<file path="config.mk">
export PLATFORM = sky130hd
export DESIGN_NAME = mem_arbiter
export DESIGN_NICKNAME = d
export VERILOG_FILES = /design/src/rtl/mem_arbiter.sv
export SDC_FILE = /design/constraint.sdc
export NUM_CORES = 1
export LEC_CHECK = 0
export CORE_AREA = 5 5 157 159
export DETAILED_ROUTE_END_ITERATION = 16
export DIE_AREA = 0 0 162 164
export PLACE_DENSITY_LB_ADDON = 0.2
export SKIP_LAST_GASP = 1
export SLEW_MARGIN = 15
export SYNTH_ARGS = -nofsm -noshare
export SYNTH_HDL_FRONTEND = slang
export SYNTH_SLANG_ARGS = --single-unit
</file>
<file path="constraint.sdc">
create_clock -name clk -period 1.6 [get_ports clk]
set_clock_uncertainty 0.05 [all_clocks]
set_input_delay 0.24 -clock clk [delete_from_list [all_inputs] [get_ports clk]]
set_output_delay 0.24 -clock clk [all_outputs]
set_load 0.02 [all_outputs]
</file>
<file path="src/rtl/mem_arbiter.sv">
// Two-requester arbiter for one shared single-port memory with registered read data.
// Writes complete at the grant edge. Reads hold the memory for one extra cycle to return data.
module mem_arbiter #(
  parameter int DATA_W = 64,
  parameter int ADD_S  = 5
) (
  input  logic              clk,
  input  logic              rst,

  input  logic              req0_valid,
  input  logic              req0_wr,
  input  logic [ADD_S-1:0]  req0_add,
  input  logic [DATA_W-1:0] req0_wdata,
  output logic              req0_ready,
  output logic              rsp0_valid,
  output logic [DATA_W-1:0] rsp0_rdata,

  input  logic              req1_valid,
  input  logic              req1_wr,
  input  logic [ADD_S-1:0]  req1_add,
  input  logic [DATA_W-1:0] req1_wdata,
  output logic              req1_ready,
  output logic              rsp1_valid,
  output logic [DATA_W-1:0] rsp1_rdata,

  output logic [ADD_S-1:0]  mem_add,
  output logic              mem_wr,
  output logic [DATA_W-1:0] mem_data_in,
  input  logic [DATA_W-1:0] mem_data_out,

  output logic              busy
);

  typedef enum logic {
    IDLE      = 1'b0,
    READ_WAIT = 1'b1
  } state_t;

  state_t             state_q, state_d;
  logic               last_grant_q, last_grant_d;
  logic               owner_q, owner_d;
  logic [ADD_S-1:0]   addr_q, addr_d;

  logic               grant_vld;
  logic               grant_idx;
  logic               sel_wr;
  logic [ADD_S-1:0]   sel_add;
  logic [DATA_W-1:0]  sel_wdata;

  always_ff @(posedge clk) begin
    if (rst) begin
      state_q      <= IDLE;
      last_grant_q <= 1'b1;
      owner_q      <= 1'b0;
    end else begin
      state_q      <= state_d;
      last_grant_q <= last_grant_d;
      owner_q      <= owner_d;
    end
  end

  // The latched read address only matters in READ_WAIT, so it carries no reset.
  always_ff @(posedge clk) begin
    addr_q <= addr_d;
  end

  // Requester selection; with both pending, the one not served last time wins.
  always_comb begin
    grant_vld = 1'b0;
    grant_idx = 1'b0;
    if (state_q == IDLE && !rst && (req0_valid || req1_valid)) begin
      grant_vld = 1'b1;
      if (req0_valid && req1_valid) begin
        grant_idx = ~last_grant_q;
      end else begin
        grant_idx = req1_valid;
      end
    end
  end

  always_comb begin
    sel_wr    = grant_idx ? req1_wr    : req0_wr;
    sel_add   = grant_idx ? req1_add   : req0_add;
    sel_wdata = grant_idx ? req1_wdata : req0_wdata;
  end

  // Reset forces every output to its idle value, which also aborts any read in flight.
  always_comb begin
    state_d      = state_q;
    last_grant_d = last_grant_q;
    owner_d      = owner_q;
    addr_d       = addr_q;
    req0_ready   = 1'b0;
    req1_ready   = 1'b0;
    rsp0_valid   = 1'b0;
    rsp1_valid   = 1'b0;
    rsp0_rdata   = '0;
    rsp1_rdata   = '0;
    mem_add      = '0;
    mem_wr       = 1'b0;
    mem_data_in  = '0;
    busy         = 1'b0;

    if (!rst) begin
      case (state_q)
        IDLE: begin
          if (grant_vld) begin
            last_grant_d = grant_idx;
            req0_ready   = ~grant_idx;
            req1_ready   = grant_idx;
            mem_add      = sel_add;
            mem_wr       = sel_wr;
            mem_data_in  = sel_wr ? sel_wdata : '0;
            if (!sel_wr) begin
              state_d = READ_WAIT;
              owner_d = grant_idx;
              addr_d  = sel_add;
            end
          end
        end
        READ_WAIT: begin
          mem_add = addr_q;
          busy    = 1'b1;
          if (owner_q) begin
            rsp1_valid = 1'b1;
            rsp1_rdata = mem_data_out;
          end else begin
            rsp0_valid = 1'b1;
            rsp0_rdata = mem_data_out;
          end
          state_d = IDLE;
        end
        default: state_d = IDLE;
      endcase
    end
  end

endmodule
</file>
After elaboration in Yosys (flattened, before gate mapping)
Cells that the tools add are included.
- output and inout port bits: 203
- flip-flop bits (word level): 8
- word-level logic and storage cells: 56
- bitwise gates (word level): 5
- reductions and logical operators: 8
- multiplexer cells: 39
- operators by type and width (operator ; number):
    64-bit two-way mux ; 11
    1-bit two-way mux ; 23
    5-bit two-way mux ; 3
    5-bit case mux with 2 select lines ; 1
    1-bit inverter ; 5
    4-bit AND reduction ; 1
    1-bit logical AND ; 3
    3-bit AND reduction ; 1
    1-bit case mux with 2 select lines ; 1
    2-bit AND reduction ; 1
    1-bit zero test ; 1
    1-bit logical OR ; 1

Depth between registers and ports, before layout
Gate-level depths: netlist (run 1).
- depth in word-level cells: 9
- depth in mapped cells: 7

Worst setup path after synthesis (run 1)
No wires, ideal clock.
- kind: register -> output
- from: register state_q
- to: output mem_data_in[56]
- path slack: -131 ps
- path buffers: 1
- stages on the path, launching flop included: 7
- required time: 1310 ps
- data arrival time: 1441 ps
- cells stage by stage: dfxtp_1 > nor2_4 > nand2_4 > inv_2 > buf_2 > nand3_1 > a21oi_1
- longest elaborated chain between the ends: 9
- elaborated cells on any way between the ends: 11
- classes of those cells: mux (8); bitwise (1); reduce/logical (2)
- ends and longest elaborated chain (item ; RTL line ; RTL):
    start, declared ; 39 ; state_t state_q, state_d;
    start signal, assigned ; 56 ; state_q <= state_d;
    1-bit inverter (no source line) ; -- ;
    1-bit logical AND (2 in a row) ; 71 ; if (state_q == IDLE && !rst && (req0_valid || req1_valid)) begin
    1-bit two-way mux ; 71 ;
    64-bit two-way mux / 1-bit two-way mux (equally long branches) ; 84, 82 ;
    64-bit two-way mux ; 113 ; mem_data_in = sel_wr ? sel_wdata : '0;
    64-bit two-way mux ; 107 ; if (grant_vld) begin
    64-bit two-way mux (*) ; 105 ; case (state_q)
    64-bit two-way mux (*) ; 104 ; if (!rst) begin
    end, declared ; 28 ; output logic [DATA_W-1:0] mem_data_in,
Mark *: on every way between the ends. The rest lies on a longest branch, timed or not.

Worst setup path in the final report (run 1)
- from: input req0_valid
- to: output mem_add[3]
- longest elaborated chain between the ends: 7
- elaborated cells on any way between the ends: 10
- classes of those cells: mux (7); reduce/logical (3)
- ends and longest elaborated chain (item ; RTL line ; RTL):
    start, declared ; 10 ; input logic req0_valid,
    1-bit logical AND / 1-bit logical OR (equally long branches) ; 73, 71 ;
    1-bit two-way mux / 1-bit logical AND (equally long branches) ; 73, 71 ;
    1-bit two-way mux (*) ; 71 ;
    5-bit two-way mux (*) ; 83 ; sel_add = grant_idx ? req1_add : req0_add;
    named net sel_add[3] ; 47 ; logic [ADD_S-1:0] sel_add;
    5-bit two-way mux (*) ; 107 ;
    5-bit case mux with 2 select lines (*) ; 105 ;
    5-bit two-way mux (*) ; 104 ;
    end, declared ; 26 ; output logic [ADD_S-1:0] mem_add,
Mark *: on every way through the listed nets, which the timed path passes. The rest lies on a longest branch.

==> results.toml, run 1 <==
[run_status]
outcome = "finished, violations left"
violations = "setup timing"

[yosys]
seq_area_frac_synth_pct = 8.33
yosysWarnings = 0
synthSimpleGateAreaFrac_pct = 60.3
synth_area_mm2 = 0.00252
synth_top_family_by_area = "simple AND/OR/NAND/NOR gates"
synthTopCellsByCount = "nand3_1, a21oi_1, and2_1"
synth_cell_types = 28
muxShareOfSynthArea_pct = 2.97
synth_flop_cell = "edfxtp_1"
synthCells = 418
synth-compound-area-share_pct = 16.9
async_reset_ff_share_pct = 0
synth_fa_ha_area_share_pct = 0
synth_top_cell_by_area = "nand3_1"
synth_nets = 626
avgSynthCellArea_um2 = 6.04
ys_seq_elements = 8
synth_edf_count = 5
synth.area.top_cells = "nand3_1, and2_1, and3_1, a21oi_1, edfxtp_1"
yosysTopAreaCellShare_pct = 25.4
yosysMostFrequentCell = "nand3_1"
synthXorXnorAreaFrac_pct = 0

[worst_setup_path]
max_stage_delay_ns = 0.30
endpoint_kind = "output port"
cpMostUsedCell = "buf_6"
crit_arrival_ns = 1.70
cpMaxStageDelayCell = "mux2_4"
crit_fanout = 5
crit_type = "input port to output port"
setup.worst_path.start_class = "input port"
crit_required_ns = 1.31
cp_cell_sequence = "dlygate4sd2_1, a21boi_4, nand2_4, buf_6, mux2_4, a32o_2, buf_6"

[floorplanning]
start_util_pct = 10.9
coreArea_mm2 = 0.0231
die_w_um = 162
die_area_mm2 = 0.0266
num_io_pins = 411
chipHeight_um = 164
num_rows = 56

[layout]
drive_gt1_share_pct = 65.7
nNetsFinal = 1101
area_growth_pct = 299
design_area_mm2 = 0.0101

[grt]
grt_pass1_vias = 5387
track_usage_pct = 16.1
grt.overflow.total = 0
antenna_found_initial = 4
grt_max_degree = 49
grt_pass1_wl_um = 33400

[routing]
wl_um = 24300
wl_per_cell_um = 20.6
drtIter0Drc = 138
post_drt_via_cell_ratio = 4.43
num_vias = 5242
dr.pass1.iters = 4
ant_nets = 0
drc = 0

[clock_network]
cts_max_path_buffers = 2
clkTransAtPathRegs_ns = 0.04
cts-root-buf = "clkbuf_16"
cts_buffers = 3
clkLatencyLatePin_ns = 0.23
cts_sinks = 8
h-tree-depth = 1
cts_tree = "yes"

[sta]
worst_slew_pin_slew_ns = 0.381
fmax_mhz = 503
fin_crit_ns = 1.99
drv_slew = 0
finalCritPeriodShare_pct = 124
grt_setup_unrepaired = "true"
max_slew_margin_pct = 74.4
setup_ws_ns = -0.388
final_hold_viol_count = 0
setup_violations = 204

[placement]
portBuffers = 410
place_area_mm2 = 0.00778
routabilityCongestion = 0.770
hpwl_um = 17600

[power_and_ir_drop]
p_leak_nw = 4.04
p_total_mw = 3.02
pwr_density_cell_mw_per_mm2 = 300
peakVddDrop_v = 0.000398

[worst_hold_path]
hp-class = "input port to flip-flop"

[flow_run]
cap_violations = 0
-- worst paths after layout --
kind,from,end,slack (ns),depth (start not counted)
max reg2reg,last_grant_q,owner_q,-0.01,7
min reg2reg,last_grant_q,last_grant_q,0.53,3
max,req0_valid,mem_add[3],-0.39,7
min,rst,last_grant_q,0.44,4
-- flip-flops by register name, summed over array words and instances, names as in the netlist --
name	count
state_q	1
owner_q	1
addr_q	5
last_grant_q	1
-- kinds of logic after synthesis --
| logic type | Yosys count |
|---|---|
| buffers and inverters | 59 |
| AOI/OAI and AO/OA | 77 |
| and+or+nand+nor | 269 |
| muxes | 5 |
| DFF | 8 |
-- worst max-delay path, delay by kind of cell --
family | cells | cell delay (ns)
compound gates | 2 | 0.48
buf+inv | 3 | 0.57
mux | 1 | 0.30
simple gates | 1 | 0.11
-- layer usage --
layer  routed length, um  GRT usage (%)  up-vias
met4                1000           4.34        6
met3                2080           4.87       51
met1                8290           16.3     2446
met2               12900           31.8      267
met5                  36              0        -
li1                    -              -     2472
-- layout by cell type, fill, tap and decap left out, types with 2 or more instances in the layout --
master	synthesis	final
clkbuf_16	0	7
edfxtp_1	5	5
and3_1	64	7
and2_4	0	61
clkdlybuf4s15_2	0	2
buf_4	3	66
nand2_8	0	2
bufbuf_16	0	2
nand3_4	0	13
mux2_4	5	5
buf_6	4	189
nand3_1	128	70
and2_1	65	4
a21oi_2	0	24
a21oi_1	67	5
dfxtp_2	0	2
and3_4	0	57
buf_12	0	29
buf_16	0	9
nand3_2	0	45
a32o_2	0	2
buf_2	16	6
nand2_4	1	3
buf_8	0	16
a32o_1	5	3
a21oi_4	0	38
clkdlybuf4s50_1	0	202
-- metrics by stage --
step | util, % | instances | setup slack (ns) | hold WS, ns | TNS [ns]
2_1_floorplan | - | 418 | -0.0452 | 0.286 | -0.500
3_3_place_gp | 33.6 | 1109 | -1.05 | 0.505 | -178.63
3_5_place_dp | 33.6 | 1109 | -1.04 | 0.505 | -176.47
4_1_cts | 39.5 | 1164 | -0.395 | 0.436 | -52.79
5_1_grt | 43.6 | 1183 | -0.438 | 0.477 | -53.24
6_report | 43.6 | 1183 | -0.388 | 0.445 | -42.54
-- power breakdown --
group | total [mW] | switching (mW) | internal [mW]
combinational | 2.34 | 1.01 | 1.33
sequential | 0.243 | 0.00699 | 0.236
clock | 0.437 | 0.104 | 0.333
-- area by class of cell --
type	instances	area [um2]
Clock buffer	4	78.8
Antenna cell	1	2.50
Tap cell	290	363
Timing Repair Buffer	527	5950
Multi-Input combinational cell	352	3440
Sequential cell	8	216
Fill cell	2246	13100
Inverter	1	16.3
-- repair_timing --
item,CTS,global route
pin swaps,20,56
hold buffers,0,0
resized for setup,1112,252
setup endpoints to repair,214,209
setup buffers,34,24
hold endpoints to repair,0,0
cloned,17,4
Power figures use the tool's default switching activity.
==> run 2: changes to the inputs <==
--- a/config.mk
+++ b/config.mk
@@ -8,7 +8,8 @@
 export CORE_AREA = 5 5 157 159
 export DETAILED_ROUTE_END_ITERATION = 16
 export DIE_AREA = 0 0 162 164
-export PLACE_DENSITY_LB_ADDON = 0.2
+export MAX_ROUTING_LAYER = met4
+export PLACE_DENSITY = 0.57
 export SKIP_LAST_GASP = 1
 export SLEW_MARGIN = 15
 export SYNTH_ARGS = -nofsm -noshare
==> run 2 against run 1 <==
The run still ends with setup timing left; via count fell by 1.6%; utilization fell by 4.5 points; largest power group unchanged; highest routed layer is now met4; sequential power barely moved; global-route usage fell by 1.2 points; clock power rose by 3%; critical path type is now flip-flop to output port; sequential share of layout area rose by 0.23 points; worst setup slack got worse by 0.0010 ns; design area fell by 10%; first-iteration DRC count rose by 46%.
==> results.toml, run 2 (synthesis gave the netlist of run 1 again) <==
[run_status]
outcome = "finished, violations left"
violations = "setup timing"

[worst_setup_path]
r2r-end = "addr_q[2]"
crit_family = "compound AO/OA/AOI/OAI gates"
rr_worst_depth = 8
max_stage_delay_ns = 0.33
crit_required_ns = 1.31
setup.worst_path.start_class = "flip-flop"
crit_type = "flip-flop to output port"
endpoint_kind = "output port"
reg2reg_from = "last_grant_q"
cpMaxStageDelayCell = "dfxtp_2"
r2r_setup_slack_ns = -0.19
crit_cells = 6
cp_num_buf_inv = 2
cpMostUsedCell = "buf_6"
crit_arrival_ns = 1.70
crit_fanout = 6
cp_cell_sequence = "a21boi_4, nand2_4, buf_6, mux2_4, a32o_1, buf_6"

[placement]
portBuffers = 410
routabilityCongestion = 0.804
dp_cells = 1107
hpwl_um = 15900

[sta]
fmax_mhz = 503
setup_ws_ns = -0.389
grt_setup_unrepaired = "true"
final_hold_viol_count = 0
drv_slew = 0
setup_violations = 208
finalCritPeriodShare_pct = 124
fin_hold_ws_ns = 0.444
max_slew_margin_pct = 79.3
fin_crit_ns = 1.99
worst_slew_pin_slew_ns = 0.308

[routing]
num_vias = 5160
ant_nets = 0
wl_um = 22800
drc = 0
drtIter0Drc = 201
wl_per_cell_um = 19.5
dr.pass1.iters = 4
post_drt_via_cell_ratio = 4.42

[worst_hold_path]
holdPathEnd = "last_grant_q"
hold_start = "rst"
whs_path_depth = 4
hp-class = "input port to flip-flop"

[layout]
final_cell_mix = "clkdlybuf4s50_1, buf_4, buf_6"
final_common_cell = "clkdlybuf4s50_1"
nNetsFinal = 1087
largest_reg_flops = 5
layout.cells.non_filler = 1168
antennaDiodeCount = 0
top_register = "addr_q"
area_growth_pct = 258
drive_gt1_share_pct = 55.4

[power_and_ir_drop]
p_leak_nw = 3.79
pwr_density_cell_mw_per_mm2 = 309
p_total_mw = 2.79
peakVddDrop_v = 0.000393

[grt]
grt_pass1_vias = 5134
grt_use_met1_pct = 17.7
grt.busiest_layer = "met2"
grt_pass1_wl_um = 30400
grt_use_met2_pct = 26.9
antenna_found_initial = 0
grt.overflow.total = 0
track_usage_pct = 14.9
grt_max_degree = 41
gr-usage-met3_pct = 1.93

[clock_network]
clkTransAtPathRegs_ns = 0.04
cts_max_path_buffers = 2
cts_sinks = 8
cts_buffers = 3
clkLatencyLatePin_ns = 0.23
cts_tree = "yes"
cts-root-buf = "clkbuf_16"
hold_buffers = 0
h-tree-depth = 1

[floorplanning]
coreArea_mm2 = 0.0231
die_area_mm2 = 0.0266
num_rows = 56
num_io_pins = 411
start_util_pct = 10.9
chipHeight_um = 164
die_w_um = 162

[flow_run]
cap_violations = 0
run 2: cell types whose count changed in the layout (fill, tap and decap cells not counted), moves of 10 or more:
cell and change:
and2_1 +13, and3_4 -25, and3_1 +25, nand3_4 -10, buf_4 +67, nand3_1 +38, buf_8 -12, buf_6 -77
nand3_2 -28, and2_4 -13
run 2: what timing repair did:
| action | 4_1_cts | 5_1_grt |
|---|---|---|
| pin swaps | 15 | 21 |
| endpoints found under the setup margin | 213 | 209 |
| endpoints found under the hold margin | 0 | 0 |
| cloned | 12 | 6 |
| buffers inserted | 20 | 26 |
| gates resized for setup | 827 | 383 |
run 2: per-layer routing:
layer | routed length (um) | up-vias | part of all wire [%]
met2 | 11700 | 288 | 51
met4 | 514 | 0 | 2.3
met3 | 1570 | 37 | 6.9
met1 | 9070 | 2399 | 40
met5 | 0 | - | 0
li1 | - | 2436 | -
run 2: report_power, final:
part           internal [mW]  switching (mW)
logic                   1.17           0.928
registers              0.235         0.00754
clock network          0.334           0.115
total                   1.74            1.05
run 2: how the worst max path moves through the flow:
stage | from | end | slack, ns
after detailed placement | req1_valid | mem_data_in[44] | -1.07
final | last_grant_q | mem_add[1] | -0.39
after floorplan | last_grant_q | mem_data_in[50] | -0.05
after global placement | req1_valid | mem_add[1] | -1.04
after global routing | last_grant_q | mem_add[1] | -0.45
after CTS | last_grant_q | mem_add[3] | -0.40
run 2: per-stage QoR:
stage	worst slack (ns)	TNS, ns	instance area [um2]	utilization (%)
after floorplan	-0.0452	-0.500	3090	-
after CTS	-0.401	-62.19	8510	36.8
after global placement	-1.04	-190.08	7780	33.7
final	-0.389	-50.24	9030	39.1
after detailed placement	-1.07	-190.51	7780	33.7
after global routing	-0.446	-62.16	9030	39.1
run 2: layout make-up:
type	count	area, um2
fillers	2377	14100
repair buffers	513	5380
multi-input cells	352	2990
clock buffers	4	78.8
flip-flops and latches	8	215
inverters	1	11.3
well taps	290	363
run 2: tightest hold or removal path, cell delays in order:
cell and delay (ns):
clkdlybuf4s15_2 0.22, buf_4 0.15, a21oi_1 0.04, nand2_1 0.05
